[src/rtl/regfile_mp.sv]
// regfile_mp: parametrised multi-read-port register file.
//   - DATA_W-wide entries, DEPTH = 2**ADDR_W, NUM_RD independent read ports.
//   - Registered reads (1-cycle latency) with write-first bypass.
//   - Byte-enable writes.
//   - Sequential bulk-clear engine (IDLE/CLEAR) with clr_busy flag.
// Optional feature macro: REGFILE_ZERO_R0_EN (entry 0 hardwired to zero).
//
// Handshake: rd_en[i] is a request strobe sampled at a rising edge; the
// response appears as a one-cycle rd_valid[i] pulse with rd_data[i] in the
// following cycle. There is no back-pressure; rd_data[i] holds between pulses.
module regfile_mp #(
    parameter int DATA_W = 32,
    parameter int ADDR_W = 5,
    parameter int NUM_RD = 2
) (
    input  logic                     clk,
    input  logic                     nrst,
    input  logic                     wr_en,
    input  logic [ADDR_W-1:0]        wr_addr,
    input  logic [DATA_W-1:0]        wr_data,
    input  logic [DATA_W/8-1:0]      wr_be,
    input  logic [NUM_RD-1:0]        rd_en,
    input  logic [NUM_RD*ADDR_W-1:0] rd_addr,
    output logic [NUM_RD*DATA_W-1:0] rd_data,
    output logic [NUM_RD-1:0]        rd_valid,
    input  logic                     clr_req,
    output logic                     clr_busy,
    output logic                     dbg_state
);

    localparam int DEPTH  = 2**ADDR_W;
    localparam int NBYTES = DATA_W/8;

    typedef enum logic {
        S_IDLE  = 1'b0,
        S_CLEAR = 1'b1
    } state_t;

    state_t              state;
    logic [ADDR_W-1:0]   clr_idx;
    logic [DATA_W-1:0]   mem [DEPTH];
    logic [DATA_W-1:0]   wr_merged;
    logic                wr_fire;
    logic                clr_last;
    logic [DATA_W-1:0]   rd_next [NUM_RD];

    assign dbg_state = state;
    assign clr_last  = (clr_idx == {ADDR_W{1'b1}});

    // Byte-merge the incoming write with the current entry; decide if it lands.
    always_comb begin
        wr_merged = mem[wr_addr];
        for (int b = 0; b < NBYTES; b++) begin
            if (wr_be[b]) begin
                wr_merged[8*b +: 8] = wr_data[8*b +: 8];
            end
        end
        wr_fire = wr_en && (state == S_IDLE) && (wr_be != '0);
`ifdef REGFILE_ZERO_R0_EN
        if (wr_addr == '0) begin
            wr_fire = 1'b0;
        end
`endif
    end

    // Clear engine: one entry per cycle, exactly DEPTH cycles, then back to IDLE.
    always_ff @(posedge clk or negedge nrst) begin
        if (!nrst) begin
            state    <= S_IDLE;
            clr_idx  <= '0;
            clr_busy <= 1'b0;
        end else begin
            case (state)
                S_IDLE: begin
                    if (clr_req) begin
                        state    <= S_CLEAR;
                        clr_busy <= 1'b1;
                    end
                end
                S_CLEAR: begin
                    if (clr_last) begin
                        state    <= S_IDLE;
                        clr_idx  <= '0;
                        clr_busy <= 1'b0;
                    end else begin
                        clr_idx <= clr_idx + 1'b1;
                    end
                end
                default: begin
                    state    <= S_IDLE;
                    clr_idx  <= '0;
                    clr_busy <= 1'b0;
                end
            endcase
        end
    end

    // Storage: sweep has priority; writes are dropped (not queued) during CLEAR.
    always_ff @(posedge clk or negedge nrst) begin
        if (!nrst) begin
            for (int e = 0; e < DEPTH; e++) begin
                mem[e] <= '0;
            end
        end else if (state == S_CLEAR) begin
            mem[clr_idx] <= '0;
        end else if (wr_fire) begin
            mem[wr_addr] <= wr_merged;
        end
    end

    // Per-port read value: zero during a sweep, else write-first bypass, else array.
    always_comb begin
        for (int i = 0; i < NUM_RD; i++) begin
            if (state == S_CLEAR) begin
                rd_next[i] = '0;
            end else if (wr_fire && (rd_addr[i*ADDR_W +: ADDR_W] == wr_addr)) begin
                rd_next[i] = wr_merged;
            end else begin
                rd_next[i] = mem[rd_addr[i*ADDR_W +: ADDR_W]];
            end
`ifdef REGFILE_ZERO_R0_EN
            if (rd_addr[i*ADDR_W +: ADDR_W] == '0) begin
                rd_next[i] = '0;
            end
`endif
        end
    end

    // Registered read ports: load on rd_en, hold otherwise; valid is a pulse.
    always_ff @(posedge clk or negedge nrst) begin
        if (!nrst) begin
            rd_data  <= '0;
            rd_valid <= '0;
        end else begin
            rd_valid <= rd_en;
            for (int i = 0; i < NUM_RD; i++) begin
                if (rd_en[i]) begin
                    rd_data[i*DATA_W +: DATA_W] <= rd_next[i];
                end
            end
        end
    end

endmodule

[config.mk]
export PLATFORM = sky130hd
export DESIGN_NAME = regfile_mp
export DESIGN_NICKNAME = d
export VERILOG_FILES = /design/src/rtl/regfile_mp.sv
export SDC_FILE = /design/constraint.sdc
export NUM_CORES = 2
export LEC_CHECK = 0
export ABC_AREA = 0
export BUFFER_PORTS_ARGS = -buffer_cell sky130_fd_sc_hd__clkbuf_2
export CAP_MARGIN = 30
export CORE_MARGIN = 1
export CORE_UTILIZATION = 45
export CTS_BUF_LIST = sky130_fd_sc_hd__clkbuf_2
export DETAILED_ROUTE_END_ITERATION = 16
export PLACE_DENSITY = 0.67
export SKIP_CTS_REPAIR_TIMING = 1
export SYNTH_ARGS = -nofsm -noshare
export SYNTH_HDL_FRONTEND = slang
export SYNTH_SLANG_ARGS = --single-unit
[constraint.sdc]
create_clock -name clk -period 2.2 [get_ports clk]
set_clock_uncertainty 0.05 [all_clocks]
set_input_delay 0.33 -clock clk [delete_from_list [all_inputs] [get_ports clk]]
set_output_delay 0.33 -clock clk [all_outputs]
set_load 0.005 [all_outputs]
==> impl_results.md <==
* Number of hold-slack violations in the final timing report at 0
* Highest signal layer in the routed design: met5
* Yosys Warn Count at 0
* Longest Clk Path Bufs at 4
* Cell variety after synth at 77
* Delay-heaviest family, CP: flip-flops
* NumNets Final at 5841
* Chain of cells forming the critical path: buf_6
* Share of post-route cells with drive strength above 1 at 45.8%
* Terminus of the critical flop-to-flop path: mem[884]
* Delay of the slowest cell on the worst path at 0.58 ns
* Clock latency of the later-clocked register in the worst-skew pair at 1.83 ns
* Leakage at 37.4 nW
* Routability congestion estimate at 1.02
* Slew at the pin closest to its max-slew limit at 1.32 ns
* Area share of the largest cell type after synthesis at 42.4%
* TritonRoute pass-1 iters at 8
* Chip height at 381 um
* Crit start category: flip-flop
* Clock Pin Slew Worst Setup and Hold Paths at 0.11 ns
* Violated checks: negative setup slack
* Launching point of the worst reg2reg path: dbg_state
* Clk Tree Root Cell: sky130_fd_sc_hd__clkbuf_2
* Via-per-instance ratio at 7.68
* Post-synthesis instance area at 64700 um2
* CP Class: flip-flop to primary output
* Number of buffers inserted during clock tree synthesis at 316
* Floorplan die area at 145000 um2
* Via count of the first global-routing pass at 58.8k
* Worst-case setup slack after placement at -0.804 ns
* Total core area at 142000 um2
* Remaining routing DRC violations at 0
* Number of antenna violations at the first check in global routing at 27
* Port Buf Inserts at 124
* Max Cap Violations at 0
* Total length of routed met3 wires at 58900 um
* Initial standard-cell utilization of the core at 45.5%
* Relative max-transition margin at 12.0%
* Most common library cell in the layout ignoring fill and taps: sky130_fd_sc_hd__dfrtp_1
* Critical Path Sink Type: primary output
* Dominant cells by area after synthesis: sky130_fd_sc_hd__dfrtp_1 42%, sky130_fd_sc_hd__mux4_2 25%, sky130_fd_sc_hd__a22o_1 14%
* Global-route wire length before repair at 455000 um
* Met2 layer wire length in the routed design at 132000 um
* Routed Wire Length at 334000 um
* Min Clock Period, post-route at 2.94 ns
* CTS Sinks at 1097
* FF+latch count, synth at 1097
* Total global routing overflow at 0
* Hold-critical path endpoint: rd_data[4]
* Result of the run: finished with violations
* Detailed Place HPWL at 219000 um
* # rows at 138
* Count of cells along the worst hold path at 6
* Largest net degree at the start of global routing at 84
* Worst Min Path Start: wr_addr[3]
* Prevailing post-synth register cell: sky130_fd_sc_hd__dfrtp_1
* Maximum fanout along the worst path at 2
* Sequential cell area fraction in the yosys report at 42.4%
* Worst path buffer plus inverter count at 1
* Fraction of synthesis flops using an asynchronous set or reset pin at 100%
* RSZ-0062 raised after global routing: yes
* Top achievable clock speed at 340 MHz
* Final cell utilization of the core at 58.9%
* Power per cell area at 604 nW/um2
* Worst path slowest cell: sky130_fd_sc_hd__dfrtp_2
* CTS HTree Levels at 5
* Total routing resource utilization after global routing at 44.7%
* Leading area contributor after synthesis: sky130_fd_sc_hd__dfrtp_1
* Total vias in the final route at 60.7k
* Post-synthesis area per instance at 14.1 um2
* CTS tree: done
* Final critical-path setup slack at -0.737 ns
* Max-slew violation count at 0
* Most frequent cells in the layout: 1075 x sky130_fd_sc_hd__dfrtp_1, 1067 x sky130_fd_sc_hd__a22o_1, 818 x sky130_fd_sc_hd__buf_4, 731 x sky130_fd_sc_hd__mux4_2, 531 x sky130_fd_sc_hd__clkbuf_2
* Mapped Nets at 4666
* Width of the chip at 381 um
* Period utilisation layout at 134%
* Total routed wire length on the met1 layer at 109000 um
* Iter 0 DRT Violations at 9953
* Number of enable flip-flop cells after synthesis at 0
* Top-level port count at 125
* Number of nets still failing antenna checks after routing at 0
* Register-to-register setup slack at -0.22 ns
* Number of instances in the synthesized netlist at 4604
* Max rail drop VDD at 591 uV
* Data arrival at the endpoint of the critical path at 2.56 ns
* Sum of negative setup slack at -78.78 ns
* Path class of the lowest-slack min-delay path: primary input to flip-flop
* Critical path data required time at 1.82 ns
* Depth of the most critical reg-to-reg path at 6
* Number of failing setup endpoints in the final timing report at 662
* Synthesis-to-layout area growth at 29.3%
* Wire length per cell after detailed routing at 42.2 um
-- kinds of logic after synthesis --
family | share of synthesized area [%]
AOI/OAI and AO/OA | 19.9
DFF | 42.4
muxes | 29.6
buffers and inverters | 4.64
and+or+nand+nor | 3.22
xor gates and xnor gates | 0.135
adders and majority gates | 0.0967
-- metal layers --
layer | vias to the layer above | GRT usage, %
li1 | 21800 | -
met1 | 30400 | 54.2
met2 | 6520 | 60.0
met3 | 2016 | 23.0
met4 | 28 | 34.0
met5 | - | 0
-- synth_stat cells, types with 11 or more instances --
cell / count
sky130_fd_sc_hd__nand2_1: 37
sky130_fd_sc_hd__mux2i_1: 265
sky130_fd_sc_hd__and2_1: 22
sky130_fd_sc_hd__mux4_2: 731
sky130_fd_sc_hd__a21oi_1: 43
sky130_fd_sc_hd__dfrtp_1: 1097
sky130_fd_sc_hd__a32oi_2: 11
sky130_fd_sc_hd__o22ai_1: 107
sky130_fd_sc_hd__buf_4: 43
sky130_fd_sc_hd__a221o_1: 51
sky130_fd_sc_hd__a31oi_1: 11
sky130_fd_sc_hd__a22oi_1: 35
sky130_fd_sc_hd__nor4_1: 19
sky130_fd_sc_hd__a31oi_2: 14
sky130_fd_sc_hd__buf_1: 22
sky130_fd_sc_hd__nor2_1: 87
sky130_fd_sc_hd__a2111o_1: 13
sky130_fd_sc_hd__o21ai_0: 28
sky130_fd_sc_hd__a311oi_1: 15
sky130_fd_sc_hd__nor3_1: 26
sky130_fd_sc_hd__nand3_1: 31
sky130_fd_sc_hd__clkbuf_1: 308
sky130_fd_sc_hd__buf_6: 19
sky130_fd_sc_hd__inv_1: 56
sky130_fd_sc_hd__a221oi_1: 20
sky130_fd_sc_hd__buf_2: 197
sky130_fd_sc_hd__a22o_1: 1067
sky130_fd_sc_hd__nor2b_1: 49
-- how the worst max path moves through the flow --
stage | to | slack [ns] | from | depth (start not counted)
floorplan | mem[111] | -0.19 | wr_addr[0] | 8
global placement | rd_data[41] | -0.84 | wr_be[2] | 9
detailed placement | rd_data[17] | -0.80 | wr_addr[2] | 8
CTS | dbg_state | -1.18 | dbg_state | 2
global route | dbg_state | -0.84 | dbg_state | 2
finish | rd_data[58] | -0.74 | rd_data[58] | 1
-- sequential cells by signal (all words and copies together) (netlist names) --
name / cells
mem: 1024
rd_data: 64
clr_idx: 5
rd_valid: 2
clr_busy: 1
dbg_state: 1
-- cell type report --
type / instances / area, um2
repair buffers: 1448 / 15800
multi-input cells: 2860 / 35100
flip-flops and latches: 1097 / 27500
inverters: 56 / 214
fillers: 11100 / 58400
clock inverters: 88 / 430
diodes: 29 / 72.6
clock buffers: 443 / 2220
well taps: 1890 / 2360
-- through the flow --
step / total power [mW] / area [um2] / hold WS (ns) / std cells
6_report: 50.5 / 83700 / 0.0502 / 7911
5_1_grt: 51.6 / 83600 / 0.0140 / 7889
4_1_cts: 49.0 / 80400 / -1.73 / 7662
3_5_place_dp: 34.0 / 77800 / 0.237 / 7131
3_3_place_gp: 33.8 / 77800 / 0.232 / 7129
2_1_floorplan: 27.0 / 65600 / -0.0156 / 4604
-- power breakdown --
part | switching [mW] | internal, mW | total (mW)
registers | 0.889 | 20.9 | 21.8
logic | 7.76 | 5.52 | 13.3
clock network | 9.73 | 5.73 | 15.5
No activity file was read; power rests on OpenSTA's default activity.
